### src/rtl/regfile_sb.sv
// Register file with per-register busy scoreboard: two combinational read ports, one write port, r0 reads as zero.
// Define REGFILE_BYPASS_EN to forward same-cycle writeback data (and reserve state) onto the read ports.
module regfile_sb #(
  parameter  int DATA_W   = 32,
  parameter  int NUM_REGS = 32,
  localparam int ADDR_W   = $clog2(NUM_REGS)
) (
  input  logic              clk,
  input  logic              reset,
  input  logic [ADDR_W-1:0] rd_addr_1,
  input  logic [ADDR_W-1:0] rd_addr_2,
  output logic [DATA_W-1:0] rd_data_1,
  output logic [DATA_W-1:0] rd_data_2,
  output logic              rd_busy_1,
  output logic              rd_busy_2,
  input  logic              wr_en,
  input  logic [ADDR_W-1:0] wr_addr,
  input  logic [DATA_W-1:0] wr_data,
  input  logic              rsv_en,
  input  logic [ADDR_W-1:0] rsv_addr,
  output logic              rsv_ok,
  output logic [ADDR_W:0]   busy_count
);

  logic [DATA_W-1:0]   r_regs [NUM_REGS];
  logic [NUM_REGS-1:0] r_busy;
  logic [ADDR_W:0]     r_busy_count;

  logic                w_wr_nz;
  logic                w_busy_eff;
  logic                w_set;
  logic                w_rel;
  logic [NUM_REGS-1:0] w_busy_nxt;

  assign w_wr_nz    = wr_en && (wr_addr != '0);
  // A same-cycle write releases the target before the reserve looks at it.
  assign w_busy_eff = r_busy[rsv_addr] && !(w_wr_nz && (wr_addr == rsv_addr));
  // r0 reserve is always granted outside reset, never inside it.
  assign rsv_ok     = rsv_en && ((rsv_addr == '0) ? reset : !w_busy_eff);
  assign w_set      = rsv_ok && (rsv_addr != '0);
  assign w_rel      = w_wr_nz && r_busy[wr_addr];

  always_comb begin
    w_busy_nxt = r_busy;
    if (w_wr_nz) w_busy_nxt[wr_addr] = 1'b0;
    if (w_set)   w_busy_nxt[rsv_addr] = 1'b1;
  end

  always_ff @(posedge clk or negedge reset) begin
    if (!reset) begin
      for (int i = 0; i < NUM_REGS; i++) r_regs[i] <= '0;
      r_busy       <= '0;
      r_busy_count <= '0;
    end else begin
      if (w_wr_nz) r_regs[wr_addr] <= wr_data;
      r_busy       <= w_busy_nxt;
      // Same-register write+reserve gives set=rel=1, so the count nets to zero.
      r_busy_count <= r_busy_count + {{ADDR_W{1'b0}}, w_set} - {{ADDR_W{1'b0}}, w_rel};
    end
  end

  assign busy_count = r_busy_count;

`ifdef REGFILE_BYPASS_EN
  assign rd_data_1 = (!reset || rd_addr_1 == '0) ? '0 :
                     (w_wr_nz && wr_addr == rd_addr_1) ? wr_data : r_regs[rd_addr_1];
  assign rd_data_2 = (!reset || rd_addr_2 == '0) ? '0 :
                     (w_wr_nz && wr_addr == rd_addr_2) ? wr_data : r_regs[rd_addr_2];
  // On a forwarded write the register is busy only if a new producer claims it this cycle.
  assign rd_busy_1 = (!reset || rd_addr_1 == '0) ? 1'b0 :
                     (w_wr_nz && wr_addr == rd_addr_1) ? (w_set && rsv_addr == rd_addr_1) :
                     r_busy[rd_addr_1];
  assign rd_busy_2 = (!reset || rd_addr_2 == '0) ? 1'b0 :
                     (w_wr_nz && wr_addr == rd_addr_2) ? (w_set && rsv_addr == rd_addr_2) :
                     r_busy[rd_addr_2];
`else
  assign rd_data_1 = (!reset || rd_addr_1 == '0) ? '0 : r_regs[rd_addr_1];
  assign rd_data_2 = (!reset || rd_addr_2 == '0) ? '0 : r_regs[rd_addr_2];
  assign rd_busy_1 = (!reset || rd_addr_1 == '0) ? 1'b0 : r_busy[rd_addr_1];
  assign rd_busy_2 = (!reset || rd_addr_2 == '0) ? 1'b0 : r_busy[rd_addr_2];
`endif

endmodule

### config.mk
export PLATFORM = sky130hd
export DESIGN_NAME = regfile_sb
export DESIGN_NICKNAME = d
export VERILOG_FILES = /design/src/rtl/regfile_sb.sv
export SDC_FILE = /design/constraint.sdc
export NUM_CORES = 2
export LEC_CHECK = 0
export CAP_MARGIN = 10
export CORE_MARGIN = 3
export CORE_UTILIZATION = 43
export DETAILED_ROUTE_END_ITERATION = 6
export PLACE_DENSITY_LB_ADDON = 0.3
export SKIP_CTS_REPAIR_TIMING = 1
export SLEW_MARGIN = 25
export SYNTH_ARGS = -nofsm -noshare
export SYNTH_HDL_FRONTEND = slang
export SYNTH_SLANG_ARGS = --single-unit
### constraint.sdc
create_clock -name clk -period 4.7 [get_ports clk]
set_clock_uncertainty 0.15 [all_clocks]
set_input_delay 0.94 -clock clk [delete_from_list [all_inputs] [get_ports clk]]
set_output_delay 0.94 -clock clk [all_outputs]
set_load 0.01 [all_outputs]
## Word level (Yosys, flattened, before mapping)

Cells that the tools add are included.

| storage, ports and cells | value |
|---|---|
| word-level logic and storage cells | 100 |
| register bits | 1062 |
| bits of input ports | 56 |
| output and inout bits | 73 |

| operators by class | value |
|---|---|
| add/subtract/negate cells | 2 |
| multiplexer cells | 28 |
| order comparisons | 10 |
| reductions and logical operators | 19 |
| eq/ne operators | 1 |
| bitwise logic cells | 6 |

Operators by type and width:

| cell | count |
|---|---|
| bitwise mux 1024 bit | 1 |
| binary-select mux 32 bit (select 5 bit) | 2 |
| two-way mux 32 bit | 9 |
| demux 32 bit (select 5 bit) | 1 |
| bitwise AND 32 bit | 1 |
| inverter 32 bit | 1 |
| bitwise OR 32 bit | 1 |
| less-than comparator 5 x 6 -> 1 bit, second input constant | 4 |
| binary-select mux 1 bit (select 5 bit) | 4 |
| greater-or-equal comparator 6 bit, second input constant | 3 |
| inverter 5 -> 6 bit | 3 |
| logical NOT 5 bit | 3 |
| demux 1 bit (select 5 bit) | 2 |
| greater-or-equal comparator 5 x 1 -> 1 bit, second input constant | 2 |
| nonzero test 5 bit | 2 |
| logical AND 1 bit | 9 |
| two-way mux 1 bit | 9 |
| adder 6 x 1 -> 6 bit | 1 |
| less-than comparator 6 x 1 -> 1 bit, second input constant | 1 |
| subtractor 6 x 1 -> 6 bit | 1 |
| equality test 5 bit | 1 |
| logical NOT 1 bit | 3 |
| logical OR 1 bit | 2 |

## Longest topological paths before layout

| depth | value |
|---|---|
| word-level depth | 11 |
| gate-level depth with buffers | 15 |
| depth with buffers taken out | 13 |

## Worst setup path after synthesis

OpenSTA, ideal clock, no wires.

| timing path | value |
|---|---|
| kind | in2reg |
| start point | in rsv_addr[0] |
| end point | reg r_busy_count[4], in the netlist busy_count[4] |
| stages on the path | 14 |
| data required time | 4.470 ns |
| data arrival time | 3.802 ns |
| path buffers | 1 |
| library setup time | 0.080 ns |
| setup slack | 0.668 ns |
| cell sequence | buf_6 mux4_2 a22oi_2 o2111ai_2 or3_1 a21o_1 ha_1 inv_1 ha_1 fa_1 a21oi_1 nor2_1 nor2_1 xnor2_1 |

| between the ends | value |
|---|---|
| word-level cells in the longest chain between the ends | 10 |
| elaborated cells on any way between the ends | 14 |
| those cells by class | 2 x add/sub; 1 x eq/ne; 3 x mux; 8 x reduce/logical |

Ends and longest elaborated chain:

| what | line | RTL |
|---|---|---|
| from (decl) | 20 | `input logic [ADDR_W-1:0] rsv_addr,` |
| parallel branches: the longest is 7 deep, another holds binary-select mux 1 bit (select 5 bit) | n/a |  |
| logical AND 1 bit (*) | 40 | `assign w_set = rsv_ok && (rsv_addr != '0);` |
| adder 6 x 1 -> 6 bit (*) | 58 | `r_busy_count <= r_busy_count + {{ADDR_W{1'b0}}, w_set} - {{ADDR_W{1'b0}}, w_rel};` |
| subtractor 6 x 1 -> 6 bit (*) | 58 |  |
| to (signal assigned) | 58 |  |
| to (decl) | 27 | `logic [ADDR_W:0] r_busy_count;` |

Every way passes the cells marked *. The select of a mux whose other input is x is not followed.
A chain may end at the register's enable or synchronous reset.

## Final worst setup path

| timing path | value |
|---|---|
| start point | in rd_addr_1[1] |
| end point | out rd_data_1[17] |

| between the ends | value |
|---|---|
| word-level cells in the longest chain between the ends | 5 |
| elaborated cells on any way between the ends | 7 |
| those cells by class | 4 x mux; 1 x bitwise; 2 x reduce/logical |

Ends and longest elaborated chain:

| what | line | RTL |
|---|---|---|
| from (decl) | 10 | `input logic [ADDR_W-1:0] rd_addr_1,` |
| inverter 5 -> 6 bit (implied by the code) | 77 | `assign rd_data_1 = (!reset \|\| rd_addr_1 == '0) ? '0 : r_regs[rd_addr_1];` |
| binary-select mux 32 bit (select 5 bit) | 77 |  |
| two-way mux 32 bit (implied by the code) (2 in a row) | 77 |  |
| two-way mux 32 bit (*) | 77 |  |
| to (decl) | 12 | `output logic [DATA_W-1:0] rd_data_1,` |

Mark *: on every way between the ends. The rest lies on a longest branch, timed or not. The select of a mux whose other input is x is not followed.

==> impl_metrics.json <==
{
  "status": "finished clean",
  "maxSlewViolCount": 0,
  "grt_antenna_before_repair": 19,
  "grt_pass1_wl_um": 274200,
  "fin_setup_tns_ns": 0,
  "cts_made_buffers": 111,
  "wl_per_cell_um": 30.65,
  "start_util": 0.4352,
  "fmax_ghz": 0.2157,
  "layout-drive-gt1-share": 0.4042,
  "crit_family": "compound AO/OA/AOI/OAI gates",
  "final.min_clock_period_ns": 4.636,
  "worstSetupPathType": "input port to output pin",
  "final_cell_mix": "dfrtp_1 (1062), mux2_2 (997), mux2i_1 (532)",
  "worstPathMaxFanout": 78,
  "wl_um": 186000,
  "worst-path-buf-inv": 3,
  "hpwlAfterDp_um": 103200,
  "grt_max_degree": 151,
  "finalHoldViolCount": 0,
  "max_slew_margin": 0.3043,
  "syn_area_um2": 57510,
  "area_growth_pct": 13.78,
  "top_layer_used": "met5",
  "dieWidth_um": 371.7,
  "yosysSeqAreaShare": 0.4621,
  "synth_edf_count": 0,
  "setup_slack_ns": 0.06365,
  "synthDistinctLibCells": 48,
  "layout_commonest_cell": "dfrtp_1",
  "synth_cells": 4247,
  "cp.arrival_ns": 3.55,
  "path_cells": "clkbuf_8 -> or2_4 -> buf_12 -> o221ai_1 -> o22ai_1 -> o31ai_1 -> clkdlybuf4s50_1",
  "drt-initial-drc-count": 3955,
  "rsz0062_at_grt": "false",
  "slowest_stage": "o31ai_1",
  "route.met2.wl_um": 86630,
  "drt_first_pass_iters": 7,
  "cts_root_buffer": "clkbuf_16",
  "drc": 0,
  "finalCritPeriodShare": 0.9865,
  "regArea_um2": 26580,
  "multi_input_area_um2": 29030,
  "wl_met3_um": 14500,
  "clock-sinks": 1062,
  "track_usage": 0.2671,
  "clk_pin_slew_worst_paths_ns": 0.06,
  "fin_util": 0.4952,
  "cts_tree": "done",
  "cts_buffer_depth": 3,
  "via_per_inst": 6.598,
  "first_global_vias": 40200,
  "drv_cap": 0,
  "ant_nets": 0,
  "cts_max_level": 3,
  "setup_viol": 0,
  "place_congestion": 0.9077,
  "setup.worst_path.start_class": "input port",
  "hold_path.class": "input port to asynchronous set/reset pin",
  "cellPowerDensity_nw_per_um2": 417.1,
  "worst_slew_pin_slew_ns": 1.040,
  "core_area_um2": 132100,
  "ys_seq_elements": 1062,
  "ioPinCount": 129,
  "vias": 40030,
  "yosys_warnings": 0,
  "rows": 133,
  "worstPathRequired_ns": 3.61,
  "worstSkewPairLatency_ns": 0.70,
  "fp.dieH_um": 371.7,
  "port_buffers": 128,
  "die_area_um2": 138200,
  "overflow": 0,
  "synth_nets": 4310,
  "met1_length_um": 77420,
  "slowest_delay_ns": 0.70,
  "leakagePower_nw": 28.66,
  "peakVddDrop_mv": 0.3338,
  "pre_cts_ws_ns": 0.003465,
  "avgSynthCellArea_um2": 13.54,
  "nets": 4279,
  "crit_path_end_kind": "output pin",
  "nFillCells": 11400,
  "synth_ff_type": "dfrtp_1",
  "synth-async-reset-ratio": 1.000
}
synth_stat cells (all sizes together), types with 2 or more instances:
cell type / instances / area (µm²)
nor2: 23 / 86.33
or2: 6 / 37.53
a22oi: 5 / 42.54
mux2: 1001 / 11270
a22o: 4 / 35.03
o21ai: 13 / 65.06
and3b: 4 / 35.03
mux2i: 532 / 5325
nand2: 72 / 280.3
clkbuf: 274 / 1028
nand3b: 2 / 15.01
nor3: 3 / 15.01
a21o: 30 / 225.2
xor2: 6 / 52.55
ha: 6 / 75.07
nand3: 3 / 15.01
dfrtp: 1062 / 26580
a31oi: 3 / 25.02
o22ai: 134 / 838.3
nand2b: 2 / 12.51
o311ai: 2 / 17.52
o31ai: 66 / 495.5
mux4: 274 / 6171
or3: 68 / 425.4
inv: 11 / 41.29
xnor2: 4 / 35.03
o221ai: 264 / 2312
buf: 203 / 1038
nor3b: 6 / 50.05
a21oi: 152 / 760.7
and3: 5 / 31.28
worst register-to-register path, delay by kind of cell, from the launching register on:
family,cells,cell delay [ns]
xor+xnor,1,0.13
simple gates,3,0.54
fa+ha+maj,3,0.89
compound gates,4,0.75
buf+inv,1,0.04
mux,1,0.51
flops,1,0.47
per-layer routing:
layer / GRT usage / up-vias
met2: 0.4223 / 1730
met4: 0.09340 / 14
met1: 0.3684 / 21380
met3: 0.05108 / 429
li1: - / 16490
met5: 0 / -
metrics by stage:
stage                     instances  total power, mW  hold WS [ns]  cell area, µm²
after detailed placement       5857            18.06        0.2376           61640
after global routing           6064            28.46        0.2471           65420
after floorplan                4247            16.16        0.2988           57510
final                          6068            27.29        0.2243           65430
after CTS                      6061            27.38        0.2134           65490
after global placement         5857            17.83        0.2342           61660
cell type report:
cell class / instances / share of cell area
antenna: 6 / 0.0002295
clock buffer: 173 / 0.05268
clock inverter: 31 / 0.006272
inverter: 11 / 0.0007075
multi-input combinational: 2697 / 0.4437
sequential: 1062 / 0.4062
tap: 1755 / 0.03356
timing repair buffer: 333 / 0.05668
path summary, 6_finish.rpt:
kind | startpoint | endpoint | slack, ns | depth (start not counted)
setup / recovery | rd_addr_1[1] | rd_data_1[17] | 0.06 | 7
hold / removal | reset | r_busy[15] | 0.22 | 2
setup reg to reg | r_busy[15] | busy_count[4] | 1.14 | 13
hold reg to reg | r_regs[992] | r_regs[992] | 0.25 | 0
max in group asynchronous | reset | r_regs[9] | 1.70 | 4
min in group clk | r_regs[992] | r_regs[992] | 0.25 | 0
registers in the layout, summed over array words and instances (netlist names):
| name | flops |
|---|---|
| busy_count | 6 |
| r_regs | 1024 |
| r_busy | 32 |
report_power, final:
group	leakage (nW)	internal [mW]	total (mW)	switching, mW
Combinational	13.1	3.26	5.70	2.44
Sequential	13.6	10.9	12.3	1.37
Clock	1.91	5.50	9.30	3.79
cell families (layout without fill, tap and decap cells):
group,Yosys count,in the layout,synth area share
XOR/XNOR,10,10,0.001523
multiplexers,1807,1807,0.3959
flip-flops,1062,1062,0.4621
AO/OA/AOI/OAI,676,676,0.08431
AND/OR/NAND/NOR,197,197,0.01782
other,0,6,0
adder cells (fa/ha/maj),7,7,0.001654
buffers and inverters,488,548,0.03666
(Power assumes the default switching activity.)
